### src/rtl/fm_post_decimator.sv
// Boxcar accumulate-and-dump decimator for the FM demodulator frequency stream.
// Build option: define FM_POST_DECIM_ROUND_EN for round-half-up instead of floor.
module fm_post_decimator #(
    parameter int IN_W       = 18,
    parameter int LOG2_DECIM = 3
) (
    input  logic                  clk,
    input  logic                  reset,
    input  logic [IN_W-1:0]       in_data,
    input  logic                  in_valid,
    output logic [IN_W-1:0]       out_data,
    output logic                  out_valid,
    input  logic                  out_ready,
    input  logic                  ov_clr,
    output logic                  overrun,
    output logic [LOG2_DECIM-1:0] phase
);

    localparam int ACC_W = IN_W + LOG2_DECIM + 1;
    localparam logic [LOG2_DECIM-1:0] PHASE_LAST = '1;
`ifdef FM_POST_DECIM_ROUND_EN
    localparam logic signed [ACC_W-1:0] ROUND_HALF = ACC_W'(2 ** (LOG2_DECIM - 1));
`endif

    logic signed [ACC_W-1:0]  acc_q, acc_d;
    logic [LOG2_DECIM-1:0]    phase_q, phase_d;
    logic [IN_W-1:0]          out_data_q, out_data_d;
    logic                     out_valid_q, out_valid_d;
    logic                     overrun_q, overrun_d;

    logic signed [ACC_W-1:0]  in_ext;
    logic signed [ACC_W-1:0]  sum;
    logic signed [ACC_W-1:0]  rounded;
    logic                     block_done;
    logic                     ov_event;

    always_comb begin
        in_ext     = {{(LOG2_DECIM + 1){in_data[IN_W-1]}}, in_data};
        sum        = acc_q + in_ext;
`ifdef FM_POST_DECIM_ROUND_EN
        rounded    = sum + ROUND_HALF;
`else
        rounded    = sum;
`endif
        block_done = in_valid && (phase_q == PHASE_LAST);
        // A new result only counts as lost if the pending one is not leaving this cycle.
        ov_event   = block_done && out_valid_q && !out_ready;

        acc_d       = acc_q;
        phase_d     = phase_q;
        out_data_d  = out_data_q;
        out_valid_d = out_valid_q;
        overrun_d   = overrun_q;

        if (in_valid) begin
            if (block_done) begin
                acc_d   = '0;
                phase_d = '0;
            end else begin
                acc_d   = sum;
                phase_d = phase_q + 1'b1;
            end
        end

        if (block_done) begin
            out_data_d  = IN_W'(rounded >>> LOG2_DECIM);
            out_valid_d = 1'b1;
        end else if (out_valid_q && out_ready) begin
            out_valid_d = 1'b0;
        end

        if (ov_event) begin
            overrun_d = 1'b1;
        end else if (ov_clr) begin
            overrun_d = 1'b0;
        end
    end

    always_ff @(posedge clk) begin
        if (reset) begin
            acc_q       <= '0;
            phase_q     <= '0;
            out_data_q  <= '0;
            out_valid_q <= 1'b0;
            overrun_q   <= 1'b0;
        end else begin
            acc_q       <= acc_d;
            phase_q     <= phase_d;
            out_data_q  <= out_data_d;
            out_valid_q <= out_valid_d;
            overrun_q   <= overrun_d;
        end
    end

    assign out_data  = out_data_q;
    assign out_valid = out_valid_q;
    assign overrun   = overrun_q;
    assign phase     = phase_q;

endmodule

### config.mk
export PLATFORM = sky130hd
export DESIGN_NAME = fm_post_decimator
export DESIGN_NICKNAME = d
export VERILOG_FILES = /design/src/rtl/fm_post_decimator.sv
export SDC_FILE = /design/constraint.sdc
export NUM_CORES = 1
export LEC_CHECK = 0
export ABC_AREA = 1
export BUFFER_PORTS_ARGS = -buffer_cell sky130_fd_sc_hd__buf_4
export CORE_ASPECT_RATIO = 2
export CORE_MARGIN = 1
export CORE_UTILIZATION = 38
export DETAILED_ROUTE_END_ITERATION = 10
export HOLD_SLACK_MARGIN = 0.15
export PLACE_DENSITY_LB_ADDON = 0.15
export SETUP_SLACK_MARGIN = 0.1
export SLEW_MARGIN = 20
export SYNTH_ARGS = -nofsm -noshare
export SYNTH_HDL_FRONTEND = slang
export SYNTH_SLANG_ARGS = --single-unit
### constraint.sdc
create_clock -name clk -period 2.1 [get_ports clk]
set_clock_uncertainty 0.1 [all_clocks]
set_input_delay 0.525 -clock clk [delete_from_list [all_inputs] [get_ports clk]]
set_output_delay 0.525 -clock clk [all_outputs]
set_load 0.01 [all_outputs]
# Yosys cells after proc, flatten, opt, wreduce, memory -nomap -nowiden
# Cells that the tools add are included.
[totals]
elab_cells = 21
n_memories = 0
rom_bits = 0
out_inout_bits = 23
mem_bits_rw = 0
latch_bits = 0
register_bits = 45
inputBits = 23
[op_classes]
div = 0
n_lt_le_gt_ge = 0
n_mux = 6
n_reduce_logical = 7
shifts = 0
eq_ne = 1
mul = 0
addsub = 2
n_bitwise = 0
[op_table]
columns = ["cell", "count"]
rows = [
  ["adder 22 x 18 -> 22 bit", 1],
  ["two-way mux 22 bit", 1],
  ["logical AND 1 bit", 4],
  ["two-way mux 1 bit", 4],
  ["nonzero test 2 bit", 2],
  ["adder 3 x 1 -> 3 bit (second input constant)", 1],
  ["== test 3 bit (second input constant)", 1],
  ["two-way mux 3 bit", 1],
  ["logical NOT 1 bit", 1],
]

# Longest topological paths before layout
[logic_depth]
depth_word = 5
mapped_depth = 15
ltp_nobuf = 15

# Worst setup path after synthesis
# No wires, ideal clock.
[synth_path]
kind = "input -> register"
start = "input port in_data[0]"
end = "register out_data_q[13] (netlist: out_data[13])"
required_time_ps = 1891
t_arrival_ps = 1858
setup_slack_ps = 33
path_buffers = 0
setup_time_ps = 109
path_stages = 15
path_cell_list = "ha_1 > inv_1 > fa_1 > inv_1 > nand3_1 > nand3_2 > nand2_1 > nand2_2 > nand3_1 > nand2_1 > nand2_1 > nand2_1 > nand2_1 > nand2_1 > inv_1"
[synth_via]
elab_chain_len = 1
[synth_rtl]
columns = ["item", "line_no", "rtl"]
rows = [
  ["start: declaration", "9", "input logic [IN_W-1:0] in_data,"],
  ["adder 22 x 18 -> 22 bit", "39", "sum = acc_q + in_ext;"],
  ["end signal: assignment", "89", "out_data_q <= out_data_d;"],
  ["end: declaration", "27", "logic [IN_W-1:0] out_data_q, out_data_d;"],
]
# Every way passes these cells.
# A chain may end at the register's enable or synchronous reset.

# Worst setup path after layout
[layout_path]
start = "register phase_q[0] (netlist: phase[0])"
end = "register out_data_q[9] (netlist: out_data[9])"
[layout_via]
elab_chain_len = 2
[layout_rtl]
columns = ["item", "line_no", "rtl"]
rows = [
  ["start: declaration", "26", "logic [LOG2_DECIM-1:0] phase_q, phase_d;"],
  ["start signal: assignment", "88", "phase_q <= phase_d;"],
  ["== test 3 bit", "45", "block_done = in_valid && (phase_q == PHASE_LAST);"],
  ["logical AND 1 bit", "45", ""],
]
# Every way passes these cells.

==> run_results.csv <==
group,metric,value,unit
clock_network,cts-root-buf,"clkbuf_16",
timing,timing.fmax,502,MHz
outcome,status,"finished, final reports clean",
synthesis,synth_top_flop_cell,"dfxtp_1",
synthesis,synth_cell_types,30,
clock_network,insertion_delay,0.30,ns
placement,dp_hpwl,7290,um
layout,mostFrequentLayoutCells,"nand2_1, buf_4, inv_1",
layout,area_delta_synth_final,34.6,%
placement,detailedPlace.worstSlack,-0.239,ns
synthesis,synth-edff-count,0,
layout,multi_input_area,0.00193,mm2
worst_setup_path,worstPathArrival,2.09,ns
clock_network,clockBufferDepth,2,
layout,diodes,0,
synthesis,ys_async_sr_fraction,0,%
worst_setup_path,crit_path_start_kind,"flop",
power_and_ir_drop,intPower,1.82,mW
clock_network,cts_tree,"done",
timing,whs,0.344,ns
drt,via_per_inst,4.76,
synthesis,synth_cells,487,
timing,min_period,1.99,ns
global_routing,grt.overflow.total,0,
synthesis,yosys_warnings,0,
power_and_ir_drop,swShare,35.1,%
worst_setup_path,crit_required,2.20,ns
floorplan,core_area,0.00766,mm2
drt,drt-pass1-iter-count,4,
layout,final_cells,668,
global_routing,grt_usage,23.6,%
global_routing,grt_antenna_before_repair,0,
timing,maxSlewHeadroom,70.4,%
floorplan,dieHeight,128,um
power_and_ir_drop,ir_worst_vdd,0.562,mV
timing,finalWorstSetupSlack,0.108,ns
worst_setup_path,timing_worst_setup_path_type,"flop to flop",
power_and_ir_drop,comb_power_share,36.9,%
floorplan,die_area,0.00836,mm2
clock_network,hold_buffers,0,
drt,drt_iter0_drc,98,
power_and_ir_drop,sequentialPowerShare,32.9,%
floorplan,rows,45,
synthesis,syn_nets,533,
power_and_ir_drop,total_power,2.80,mW
global_routing,grt_max_degree,32,
clock_network,clock_sinks,44,
synthesis,synth.avg_cell_area,6.22,um2
placement,place_congestion,0.902,
drt,dr_total_vias,3178,
global_routing,grt_pass1_vias,3116,
placement,numPortBuffers,45,
synthesis,synth_area,0.00303,mm2
power_and_ir_drop,clkPwrFrac,30.2,%
layout,final_common_cell,"nand2_1",
drt,drc_errors,0,
timing,tightest_slew,0.440,ns
timing,setup_tns,0,ns
clock_network,cts_buffers,5,
power_and_ir_drop,p_leak,2.27,nW
power_and_ir_drop,netSwitchingPower,0.982,mW
worst_hold_path,hold_class,"primary input to flop",
floorplan,die_w,65.1,um
flow_run,cap_violations,0,
layout,n_fill_cell,831,
synthesis,yosysSeqAreaShare,29.1,%
clock_network,cts_max_level,2,
worst_setup_path,critPathMaxFanout,31,
timing,fin_crit_sh,94.8,%
clock_network,clk_pin_slew_worst_paths,0.06,ns
timing,final_hold_viol_count,0,
floorplan,initial_utilization,39.6,%
worst_setup_path,critPathCaptureType,"flop",
floorplan,io_pins,46,
placement,dp.cells,659,
timing,setup_violations,0,
drt,ant_nets,0,
drt,wl_per_cell,13.7,um
layout,regArea,882,um2
layout,drive_gt1_share,26.0,%
drt,routed_wl,9120,um
timing,rsz0062_at_grt,"true",
global_routing,grt_pass1_wl,14500,um
power_and_ir_drop,cellPowerDensity,686,mW/mm2
synthesis,ys_seq_elements,44,
timing,drv_slew,0,
layout,nets,619,
power by group through the flow:
stage                     registers, mW  logic, mW  clock network (mW)
after floorplan                   0.929      0.577                   0
after global placement            0.935      0.985                   0
after detailed placement          0.937      0.988                   0
after CTS                         0.918       1.00               0.864
after global routing              0.929       1.15               0.892
final                             0.922       1.03               0.844
final cells by class:
| class | count | share of cell area (%) |
|---|---|---|
| Timing Repair Buffer | 91 | 17.1 |
| Sequential cell | 44 | 21.6 |
| Tap cell | 94 | 2.88 |
| Clock inverter | 2 | 0.368 |
| Multi-Input combinational cell | 351 | 47.3 |
| Clock buffer | 6 | 3.41 |
| Inverter | 80 | 7.36 |
sequential cells by signal, summed over array words and instances, names as in the netlist:
register	flops
acc_q	21
phase	3
overrun	1
out_data	18
out_valid	1
cell usage after synthesis, drive strengths merged, types with 2 or more instances:
cell,count,area [um2]
nand2,170,661
inv,80,300
nor2,48,203
dfxtp,44,881
a21oi,39,214
nand3,36,185
ha,22,275
o21ai,10,50.1
clkbuf,7,26.3
xor2,6,52.6
buf,5,27.5
and2,4,26.3
a21o,3,22.5
nand4,2,12.5
o21bai,2,15.0
or2,2,12.5
xnor2,2,17.5
kinds of logic after synthesis:
| group | synth area share (%) |
|---|---|
| AO/OA/AOI/OAI | 10.7 |
| XOR/XNOR | 2.31 |
| adder cells (fa/ha/maj) | 9.74 |
| buffers and inverters | 11.7 |
| flip-flops | 29.1 |
| AND/OR/NAND/NOR | 36.5 |
routing by layer:
layer / wire length [um] / vias up / track usage, %
met2: 5350 / 43 / 47.8
met3: 174 / 20 / 3.20
met1: 3110 / 1439 / 20.9
met4: 494 / 0 / 13.7
li1: - / 1676 / -
met5: 0 / - / 0
worst max-delay path: stages, from the launching register on:
cell and delay [ns]:
dfxtp_1 0.35, ha_1 0.21, ha_1 0.19, nand2_1 0.21, inv_1 0.11, buf_12 0.18
o21ai_0 0.38, a21o_1 0.13, inv_1 0.03
final timing paths:
path | to | slack, ns | cells after the start | from
worst min register to register | acc_q[14] | 0.37 | 2 | acc_q[14]
worst max-delay path | out_data[9] | 0.11 | 8 | phase[0]
worst min-delay path | phase[0] | 0.34 | 2 | in_valid
worst max register to register | out_data[9] | 0.11 | 8 | phase[0]
repair_timing:
item / CTS / global route
resized for setup: 4 / 26
endpoints found under the hold margin: 0 / 0
setup buffers: 0 / 1
setup endpoints to repair: 3 / 24
pin swaps: 0 / 5
per-stage QoR:
stage          cell area [um2]  util [%]
6_report                  4080      53.3
5_1_grt                   4080      53.3
4_1_cts                   3970      51.8
3_5_place_dp              3790      49.5
3_3_place_gp              3790      49.5
2_1_floorplan             3040         -
Power figures use the tool's default switching activity.
